**src/rtl/gf_clmul_seq.sv**
```systemverilog
// Sequential carry-less GF(2)[x] multiplier: one multiplier bit per clock, unreduced product.
// Optional macro GF_CLMUL_EARLY_EXIT_EN finishes as soon as the remaining multiplier bits are zero.
module gf_clmul_seq #(
    parameter int unsigned DATA_WIDTH = 8
) (
    input  logic                                clk,
    input  logic                                rst_n,
    input  logic                                op_enable,
    input  logic [$clog2(DATA_WIDTH):0]         polyn_grade,
    input  logic [DATA_WIDTH-1:0]               op_a_in,
    input  logic [DATA_WIDTH-1:0]               op_b_in,
    output logic [2*DATA_WIDTH-1:0]             out,
    output logic                                op_finish
);

    localparam int unsigned GW = $clog2(DATA_WIDTH) + 1;
    localparam int unsigned PW = 2 * DATA_WIDTH;

`ifdef GF_CLMUL_EARLY_EXIT_EN
    localparam bit EARLY_EXIT = 1'b1;
`else
    localparam bit EARLY_EXIT = 1'b0;
`endif

    typedef enum logic [1:0] {
        IDLE = 2'd0,
        RUN  = 2'd1,
        DONE = 2'd2
    } state_t;

    state_t                 state_q, state_d;
    logic [PW-1:0]          a_sh_q, a_sh_d;
    logic [DATA_WIDTH-1:0]  b_q, b_d;
    logic [PW-1:0]          acc_q, acc_d;
    logic [GW-1:0]          cnt_q, cnt_d;
    logic [GW-1:0]          g_q, g_d;
    logic [PW-1:0]          out_q, out_d;
    logic                   fin_q, fin_d;

    logic [GW-1:0]          g_clamp;
    logic [DATA_WIDTH-1:0]  op_mask;
    logic [DATA_WIDTH-1:0]  a_masked;
    logic [DATA_WIDTH-1:0]  b_masked;
    logic [PW-1:0]          acc_step;
    logic [DATA_WIDTH-1:0]  b_shift;
    logic [GW-1:0]          cnt_inc;
    logic                   start_zero;

    // Operand conditioning: clamp the field degree and keep only bits below it.
    always_comb begin
        g_clamp = (polyn_grade > GW'(DATA_WIDTH)) ? GW'(DATA_WIDTH) : polyn_grade;
        op_mask = '0;
        for (int i = 0; i < DATA_WIDTH; i++) begin
            op_mask[i] = (GW'(i) < g_clamp);
        end
        a_masked   = op_a_in & op_mask;
        b_masked   = op_b_in & op_mask;
        start_zero = EARLY_EXIT ? (b_masked == '0) : (g_clamp == '0);
    end

    // One shift-and-add step of the datapath.
    always_comb begin
        acc_step = acc_q ^ (b_q[0] ? a_sh_q : '0);
        b_shift  = b_q >> 1;
        cnt_inc  = cnt_q + GW'(1);
    end

    // Next-state and datapath control.
    always_comb begin
        state_d = state_q;
        a_sh_d  = a_sh_q;
        b_d     = b_q;
        acc_d   = acc_q;
        cnt_d   = cnt_q;
        g_d     = g_q;
        out_d   = out_q;

        unique case (state_q)
            IDLE: begin
                if (op_enable) begin
                    a_sh_d = PW'(a_masked);
                    b_d    = b_masked;
                    g_d    = g_clamp;
                    acc_d  = '0;
                    cnt_d  = '0;
                    if (start_zero) begin
                        state_d = DONE;
                        out_d   = '0;
                    end else begin
                        state_d = RUN;
                    end
                end
            end
            RUN: begin
                if (!op_enable) begin
                    state_d = IDLE;
                end else begin
                    acc_d  = acc_step;
                    a_sh_d = a_sh_q << 1;
                    b_d    = b_shift;
                    cnt_d  = cnt_inc;
                    if ((cnt_inc == g_q) || (EARLY_EXIT && (b_shift == '0))) begin
                        state_d = DONE;
                        out_d   = acc_step;
                    end
                end
            end
            DONE: begin
                if (!op_enable) begin
                    state_d = IDLE;
                end
            end
            default: begin
                state_d = IDLE;
            end
        endcase

        fin_d = (state_d == DONE);
    end

    // State and datapath registers.
    always_ff @(posedge clk or negedge rst_n) begin
        if (!rst_n) begin
            state_q <= IDLE;
            a_sh_q  <= '0;
            b_q     <= '0;
            acc_q   <= '0;
            cnt_q   <= '0;
            g_q     <= '0;
            out_q   <= '0;
            fin_q   <= 1'b0;
        end else begin
            state_q <= state_d;
            a_sh_q  <= a_sh_d;
            b_q     <= b_d;
            acc_q   <= acc_d;
            cnt_q   <= cnt_d;
            g_q     <= g_d;
            out_q   <= out_d;
            fin_q   <= fin_d;
        end
    end

    assign out       = out_q;
    assign op_finish = fin_q;

endmodule

```
**config.mk**
```make
export PLATFORM = sky130hd
export DESIGN_NAME = gf_clmul_seq
export DESIGN_NICKNAME = d
export VERILOG_FILES = /design/src/rtl/gf_clmul_seq.sv
export SDC_FILE = /design/constraint.sdc
export NUM_CORES = 1
export LEC_CHECK = 0
export CAP_MARGIN = 40
export CORE_ASPECT_RATIO = 0.75
export CORE_MARGIN = 4
export CORE_UTILIZATION = 40
export CTS_CLUSTER_DIAMETER = 30
export CTS_CLUSTER_SIZE = 40
export DETAILED_ROUTE_END_ITERATION = 8
export GPL_ROUTABILITY_DRIVEN = 0
export PLACE_DENSITY = 0.59
export REMOVE_ABC_BUFFERS = 1
export SLEW_MARGIN = 20
export SYNTH_ARGS = -nofsm -noshare
export SYNTH_HDL_FRONTEND = slang
export SYNTH_SLANG_ARGS = --single-unit
```
**constraint.sdc**
```tcl
create_clock -name clk -period 3 [get_ports clk]
set_clock_uncertainty 0.2 [all_clocks]
set_input_delay 0.6 -clock clk [delete_from_list [all_inputs] [get_ports clk]]
set_output_delay 0.6 -clock clk [all_outputs]
set_load 0.01 [all_outputs]
```
==> flow_summary.toml, run 1 <==
[power]
clockPowerShare = 0.288
ir_drop_mv = 0.377
p_switching_uw = 1100
intPower_uw = 2310
p_per_area_nw_per_um2 = 818
comb_power_share = 0.324
leakagePower_uw = 0.00194
swShare = 0.323
seqPwrFrac = 0.388

[routing]
dr.first_iter.drc_count = 215
wirelength_um = 8090
drcViolationCount = 0
viasPerCell = 5.59
drt_pass1_iterations = 5
vias = 2656
wl_per_cell_um = 17.0
ant_nets = 0

[floorplan]
core_um2 = 8060
rows = 28
dieArea_um2 = 10000
die_y_um = 87.6
die_x_um = 114
start_util = 0.420
io_pins = 40

[timing]
period_share = 0.822
rsz0062_at_grt = "no"
min_period_ns = 2.47
hold_ws_ns = 0.0305
hold_violations = 0
worstMarginPinSlew_ns = 0.660
setup_ws_ns = 0.533
fmax_mhz = 405
slew-limit-headroom = 0.560
drv_slew = 0
setup-violations-final = 0

[worst_hold_path]
hp-class = "in -> async"

[layout]
final_cell_mix = "dfrtp_1, clkdlybuf4s50_1, nand2_1, nor2_1, o21ai_0"
layout-drive-gt1-share = 0.0946
final_cell_area_um2 = 4170
layout_commonest_cell = "dfrtp_1"
area_delta_synth_final_pct = 23.4
nFillCells = 746
final_nets = 390
diodes = 0

[clocking]
cts_resized = 0
cts_setup_buffers = 0
cts_tree = "built"
cts.sinks = 67
cts-root-buf = "clkbuf_16"
htreeDepth = 3
clk-insertion-delay-late_ns = 0.34
clockBufferDepth = 2
cts-hold-fix-buffers = 0
cts_made_buffers = 9
clk_pin_slew_worst_paths_ns = 0.05

[global_routing]
grt_use_total = 0.176
grt_start_max_net_pins = 34
grt_overflow = 0
antenna_found_initial = 0
grt_pass1_vias = 2642
grt_first_pass_wirelength_um = 13600

[synthesis]
synth-async-reset-ratio = 1.00
syn_area_per_cell_um2 = 10.4
synth-edff-count = 0
synth_area_um2 = 3380
synth_ff_type = "dfrtp_1"
synth-seq-cells = 67
ys_types = 45
synthCells = 325
yosys_warnings = 0
synth-seq-area-share = 0.496

[setup_path]
reg2reg_depth = 6
cp_max_fo = 19
timing.rr.start = "cnt_q[0]"
r2r_end = "out[2]"
crit_path_end = "out[2]"
worstSetupStartpoint = "cnt_q[0]"
critPathLaunchType = "flop"
worstSetupPathType = "reg -> reg"
arrival_ns = 2.50
crit_path_end_kind = "flop"
rrSetupSlack_ns = 0.53
crit_required_ns = 3.03

[outcome]
status = "finished, final reports clean"

[flow_run]
drv_cap = 0

[placement]
detailed_place.area_um2 = 3890
hpwl_um = 5490
port_buffers = 39
place_ws_ns = 0.349
==> cell type report <==
class / instances / area, µm² / share of cell area
clock buffers: 13 / 270 / 0.0648
repair buffers: 52 / 483 / 0.116
flip-flops and latches: 67 / 1680 / 0.402
inverters: 5 / 18.8 / 0.00450
clock inverters: 2 / 10.0 / 0.00240
multi-input cells: 231 / 1580 / 0.379
well taps: 105 / 131 / 0.0315
==> layer usage <==
| layer | routed length [µm] | part of all wire | vias to the layer above | global-route usage |
|---|---|---|---|---|
| li1 | - | - | 1285 | - |
| met1 | 4080 | 0.50 | 1305 | 0.251 |
| met2 | 3520 | 0.43 | 59 | 0.256 |
| met3 | 419 | 0.052 | 7 | 0.0546 |
| met4 | 74 | 0.0091 | 0 | 0.0615 |
| met5 | 0 | 0 | - | 0 |
==> cell usage after synthesis, drive strengths merged (4+ instances only) <==
cell type	count	area, µm²
xnor2	5	43.8
a222oi	4	40.0
nand2	33	124
inv	4	15.0
a21boi	16	120
and3b	16	140
buf	7	58.8
clkbuf	15	56.3
a21o	16	120
a22o	10	87.6
a21oi	6	30.0
mux2i	16	160
o221ai	16	146
nor2	28	105
dfrtp	67	1680
o21ai	28	140
==> power by group through the flow <==
| stage | combinational, µW | sequential [µW] | clock, µW |
|---|---|---|---|
| finish | 1110 | 1330 | 983 |
| global placement | 1100 | 1330 | 0 |
| detailed placement | 1120 | 1340 | 0 |
| CTS | 1130 | 1330 | 1010 |
| global route | 1230 | 1370 | 1060 |
| floorplan | 560 | 1370 | 0 |
==> critical path: stages (launching register included) <==
cell and delay, ns:
dfrtp_1 0.42, ha_1 0.35, xor2_1 0.18, nor4_4 0.26
buf_4 0.37, nand3_4 0.28, o221ai_1 0.28
==> sequential cells by signal, indices dropped and copies added (netlist names) <==
register   cells
cnt_q          4
op_finish      1
b_q            8
out           16
g_q            4
state_q        2
a_sh_q        16
acc_q         16
==> per-stage QoR <==
stage,total power (µW),instances,utilization,TNS (ns)
3_5_place_dp,2460,460,0.483,0
2_1_floorplan,1930,303,-,-7.14
6_report,3410,475,0.518,0
3_3_place_gp,2430,460,0.483,0
5_1_grt,3650,475,0.518,0
4_1_cts,3470,475,0.518,0
==> worst min path at each step <==
| stage | from | endpoint | slack [ns] | depth (start not counted) |
|---|---|---|---|---|
| after floorplan | rst_n | a_sh_q[0] | 0.10 | 0 |
| after global placement | b_q[4] | b_q[4] | 0.27 | 2 |
| after detailed placement | b_q[4] | b_q[4] | 0.27 | 2 |
| after CTS | rst_n | cnt_q[3] | 0.04 | 1 |
| after global routing | rst_n | g_q[2] | 0.06 | 1 |
| final | rst_n | cnt_q[0] | 0.03 | 1 |
==> cell families after synthesis <==
family,share of synthesized area
AOI/OAI and AO/OA,0.237
xor gates and xnor gates,0.0181
adders and majority gates,0.00370
buffers and inverters,0.0396
DFF,0.496
muxes,0.0540
and+or+nand+nor,0.151
Note: power is estimated with default switching activity, not from simulation.
==> run 2, diff against run 1 <==
clock period = 2.45 ns   (was 3 ns; I/O delays follow)
==> run 2 against run 1 <==
  * Routed wire length is 0.84% higher
  * Combinational power is 27% higher
  * Worst setup slack worse by 0.39 ns
  * Die area is the same
  * Critical endpoint is now out[12]
  * Clock power is 33% higher
  * Sequential power rose by 23%
  * Critical path depth stayed put
  * Flip-flop and latch count is the same
  * Final area is 4.0% higher
  * Sequential share of layout area decreased by 1.6 points
==> flow_summary.toml, run 2 (synthesis results as in run 1) <==
[layout]
final_cell_area_um2 = 4340
layout_commonest_cell = "dfrtp_1"
area_delta_synth_final_pct = 28.4
nFillCells = 722
diodes = 0
regArea_um2 = 1680
final_nets = 401
layout-drive-gt1-share = 0.118
multiInputGateArea_um2 = 1580
final_cell_mix = "dfrtp_1, clkdlybuf4s50_1, nand2_1, nor2_1, o21ai_0"

[clocking]
cts_tree = "built"
cts.sinks = 67
cts-root-buf = "clkbuf_16"
cts_setup_buffers = 0
clk-insertion-delay-late_ns = 0.32
htreeDepth = 3
clk_pin_slew_worst_paths_ns = 0.06
clockBufferDepth = 2
cts_made_buffers = 9

[placement]
place_ws_ns = 0.141
hpwl_um = 5640
port_buffers = 39
detailed_place.area_um2 = 4030

[timing]
hold_violations = 0
fmax_mhz = 434
setup-violations-final = 0
worstMarginPinSlew_ns = 0.377
min_period_ns = 2.30
period_share = 0.940
drv_slew = 0
slew-limit-headroom = 0.748
tns_ns = 0
setup_ws_ns = 0.147
rsz0062_at_grt = "no"

[routing]
wl_per_cell_um = 16.8
dr.first_iter.drc_count = 108
vias = 2622
viasPerCell = 5.41
wirelength_um = 8160
drt_pass1_iterations = 4
drcViolationCount = 0
ant_nets = 0

[global_routing]
grt_overflow = 0
grt_start_max_net_pins = 29
grt_pass1_vias = 2728
grt_use_total = 0.178
antenna_found_initial = 0
grt_first_pass_wirelength_um = 14000

[floorplan]
die_x_um = 114
dieArea_um2 = 10000
io_pins = 40
die_y_um = 87.6
core_um2 = 8060
rows = 28
start_util = 0.420

[power]
p_switching_uw = 1370
seqPwrFrac = 0.376
p_per_area_nw_per_um2 = 1000
ir_drop_mv = 0.445
clockPowerShare = 0.301
swShare = 0.315
finalPower_uw = 4360
leakagePower_uw = 0.00202
comb_power_share = 0.323
intPower_uw = 2990

[flow_run]
drv_cap = 0

[setup_path]
critPathLaunchType = "flop"
crit_path_end_kind = "flop"
critical-path-slowest-cell = "dfrtp_1"
slowest_delay_ns = 0.42
crit_required_ns = 2.48
arrival_ns = 2.33
worstSetupPathType = "reg -> reg"
crit_chain = "ha_1 > xor2_1 > nor4_4 > buf_12 > nand3_4 > o221ai_1"
cp_max_fo = 19

[worst_hold_path]
hp-class = "reg -> reg"

[outcome]
status = "finished, final reports clean"
[run 2: worst paths after layout]
path | start | endpoint | slack [ns] | cells past startpoint
max | cnt_q[0] | out[12] | 0.15 | 6
min | acc_q[0] | acc_q[0] | 0.28 | 1
max reg2reg | cnt_q[0] | out[12] | 0.15 | 6
min reg2reg | acc_q[0] | acc_q[0] | 0.28 | 1
max in group asynchronous | rst_n | a_sh_q[0] | 1.15 | 3
min in group asynchronous | rst_n | b_q[7] | 0.38 | 2
[run 2: critical path: cells and delay by family (launching register included)]
| kind | cells | cell delay, ns |
|---|---|---|
| AOI/OAI and AO/OA | 1 | 0.26 |
| DFF | 1 | 0.42 |
| xor gates and xnor gates | 1 | 0.18 |
| and+or+nand+nor | 2 | 0.57 |
| adders and majority gates | 1 | 0.34 |
| buffers and inverters | 1 | 0.23 |
[run 2: metal layers]
metal  routed length, µm  vias up  part of all wire  GRT usage
met3                 301        8             0.037     0.0435
li1                    -     1310                 -          -
met4                  70        0            0.0086     0.0507
met2                3490       47              0.43      0.260
met1                4300     1257              0.53      0.263
met5                   0        -                 0          0
[run 2: power by group through the flow]
| stage | combinational [µW] | sequential, µW | clock, µW |
|---|---|---|---|
| 3_3_place_gp | 1400 | 1650 | 0 |
| 6_report | 1410 | 1640 | 1310 |
| 2_1_floorplan | 685 | 1680 | 0 |
| 3_5_place_dp | 1420 | 1660 | 0 |
| 4_1_cts | 1430 | 1650 | 1330 |
| 5_1_grt | 1550 | 1690 | 1390 |
[run 2: final cells by class]
class	count	area share
clock buffers	12	0.0614
flip-flops and latches	67	0.386
well taps	105	0.0303
multi-input cells	231	0.364
repair buffers	63	0.145
inverters	5	0.00432
clock inverters	2	0.00807
[run 2: repair_timing]
item | CTS | global route
endpoints found under the hold margin | 10 | 0
resized for setup | 0 | 0
hold buffers | 1 | 0
[run 2: stage by stage]
step | hold slack, ns | instances | utilization
after floorplan | -0.00559 | 303 | -
after global placement | 0.199 | 470 | 0.500
after detailed placement | 0.201 | 470 | 0.500
after CTS | 0.287 | 485 | 0.539
after global routing | 0.299 | 485 | 0.539
final | 0.285 | 485 | 0.539
==> variant (config.mk and constraints of run 2) <==
Encoding of `state_t`: now one-hot (3 bits for 3 states).
--- a/src/rtl/gf_clmul_seq.sv
+++ b/src/rtl/gf_clmul_seq.sv
@@ -23,8 +23,8 @@
 `endif
 
-    typedef enum logic [1:0] {
-        IDLE = 2'd0,
-        RUN  = 2'd1,
-        DONE = 2'd2
+    typedef enum logic [2:0] {
+        IDLE = 3'b001,
+        RUN  = 3'b010,
+        DONE = 3'b100
     } state_t;
 
Check against the original RTL: same outputs for any inputs over 4 cycles, from zero or initial values and one cycle with rst_n low; so few cycles prove little.
==> variant against run 2 <==
  * First-iteration DRC count is 6.5% lower
  * Design area decreased by 8.2%
  * Worst setup slack better by 47 ps
  * Routed wire length decreased by 12%
  * Cell count shrank 1.6%
  * Area after synthesis shrank 5.2%
  * Sequential cell count is 1 higher
  * Critical path type unchanged
  * Critical endpoint is now out[14]$_DFFE_PN0P_
  * Highest routed layer unchanged
Power is not compared: it rests on default switching activity, and its combinational part moved more than twofold at a synthesized area within 25%.
==> variant: results (changes against run 2) <==
Status
  – Status: finished clean (unchanged)

Yosys
  – Adder-cell share of the synthesized area: 0.390% (was 0.370%)
  – XOR/XNOR Fraction of Synth Area: 6.21% (was 1.81%)
  – Post-synthesis mux area share: 5.00% (was 5.40%)
  – Sequential area share after synthesis: 53.1% (was 49.6%)
  – Main area contributors after synthesis: dfrtp_1 (52%), nand2_1 (9.6%), mux2i_1 (5.0%) (was dfrtp_1 (50%), mux2i_1 (4.7%), and3b_1 (4.1%))
  – Count of unique library cells instantiated by Yosys: 38 (was 45)
  – Synth cell count leaders: nand2_1 (82), dfrtp_1 (67), nor2_1 (28), o21ai_0 (28), xnor2_1 (18) (was dfrtp_1 (67), nand2_1 (33), nor2_1 (28), o21ai_0 (23))
  – Compound-gate portion of the synthesized area: 13.5% (was 23.7%)

Setup path
  – R2R Path End: out[14]$_DFFE_PN0P_ (was out[12]$_DFFE_PN0P_)
  – CP peak stage delay: 440 ps (was 420 ps)
  – Worst Setup SP: cnt_q[0]$_DFFE_PN0P_ (unchanged)
  – R2r setup slk: 190 ps (was 150 ps)
  – Crit path max fanout: 16 (was 19)
  – Critical Path AT: 2310 ps (was 2330 ps)

STA
  – Worst slew pin tran: 627 ps (was 377 ps)
  – Slew Limit Fails: 0 (unchanged)
  – Worst Hold Slack: 292 ps (was 285 ps)
  – Final min period: 2260 ps (was 2300 ps)

GRT
  – Vias in the first global route: 2,453 (was 2,728)
  – First-pass GRT wire length: 12.4 mm (was 14.0 mm)
  – Met1 usage: 23.3% (was 26.3%)
  – Largest net degree at the start of global routing: 57 (was 29)
  – Met3 usage: 4.87% (was 4.35%)
  – Met2 Use GR: 24.8% (was 26.0%)

Place
  – Dpl ws: 35.7 ps (was 141 ps)
  – Hpwl dp: 4.87 mm (was 5.64 mm)
  – Post-DP Area: 3780 um2 (was 4030 um2)

CTS
  – H-tree depth: 3 (unchanged)
  – Root Buffer: clkbuf_8 (was clkbuf_16)
  – Worst skew pair latency: 340 ps (was 320 ps)

Layout
  – Proportion of layout cells with a drive suffix above 1: 11.2% (was 11.8%)
  – Layout Cells excl Fill: 477 (was 485)

Power
  – Static leakage: about 0.0016 uW

Route
  – Via count: 2,425 (was 2,622)
  – Post-Route WL: 7.19 mm (was 8.16 mm)
  – Highest metal used: met4 (unchanged)
  – Met1 Wirelength: 3.64 mm (was 4.30 mm)
  – Met3 wire len: 320 um (was 301 um)

Worst hold path
  – Min-delay src: b_q[7]$_DFFE_PN0P_ (was acc_q[0]$_DFFE_PN0P_)
  – Hold endpoint: b_q[7]$_DFFE_PN0P_ (was acc_q[0]$_DFFE_PN0P_)
  – Hold path cells: 2 (was 1)
## variant: cell count changes in the layout (fill, tap and decap cells not counted), moves of 7 or more
cell / delta
a21boi_0: -16
a21o_1: -16
a221oi_1: +8
and3b_1: -16
buf_4: -7
clkbuf_16: -9
clkbuf_8: +7
nand2_1: +49
o221ai_1: -15
xnor2_1: +13
## variant: kinds of logic after synthesis
family,count (synthesis)
buffers and inverters,19
adders and majority gates,1
and+or+nand+nor,134
DFF,68
xor gates and xnor gates,21
muxes,16
AOI/OAI and AO/OA,66
## variant: repair_timing
| item | in CTS | in global routing |
|---|---|---|
| buffers inserted | 0 | 0 |
| hold buffers | 1 | 0 |
| hold endpoints to repair | 18 | 0 |
## variant: cell type report
type | count | area (um2)
Clock buffer | 10 | 138
Fill cell | 737 | 3580
Sequential cell | 68 | 1700
Timing Repair Buffer | 54 | 538
Inverter | 1 | 3.75
Tap cell | 101 | 126
Multi-Input combinational cell | 238 | 1420
Clock inverter | 5 | 52.6
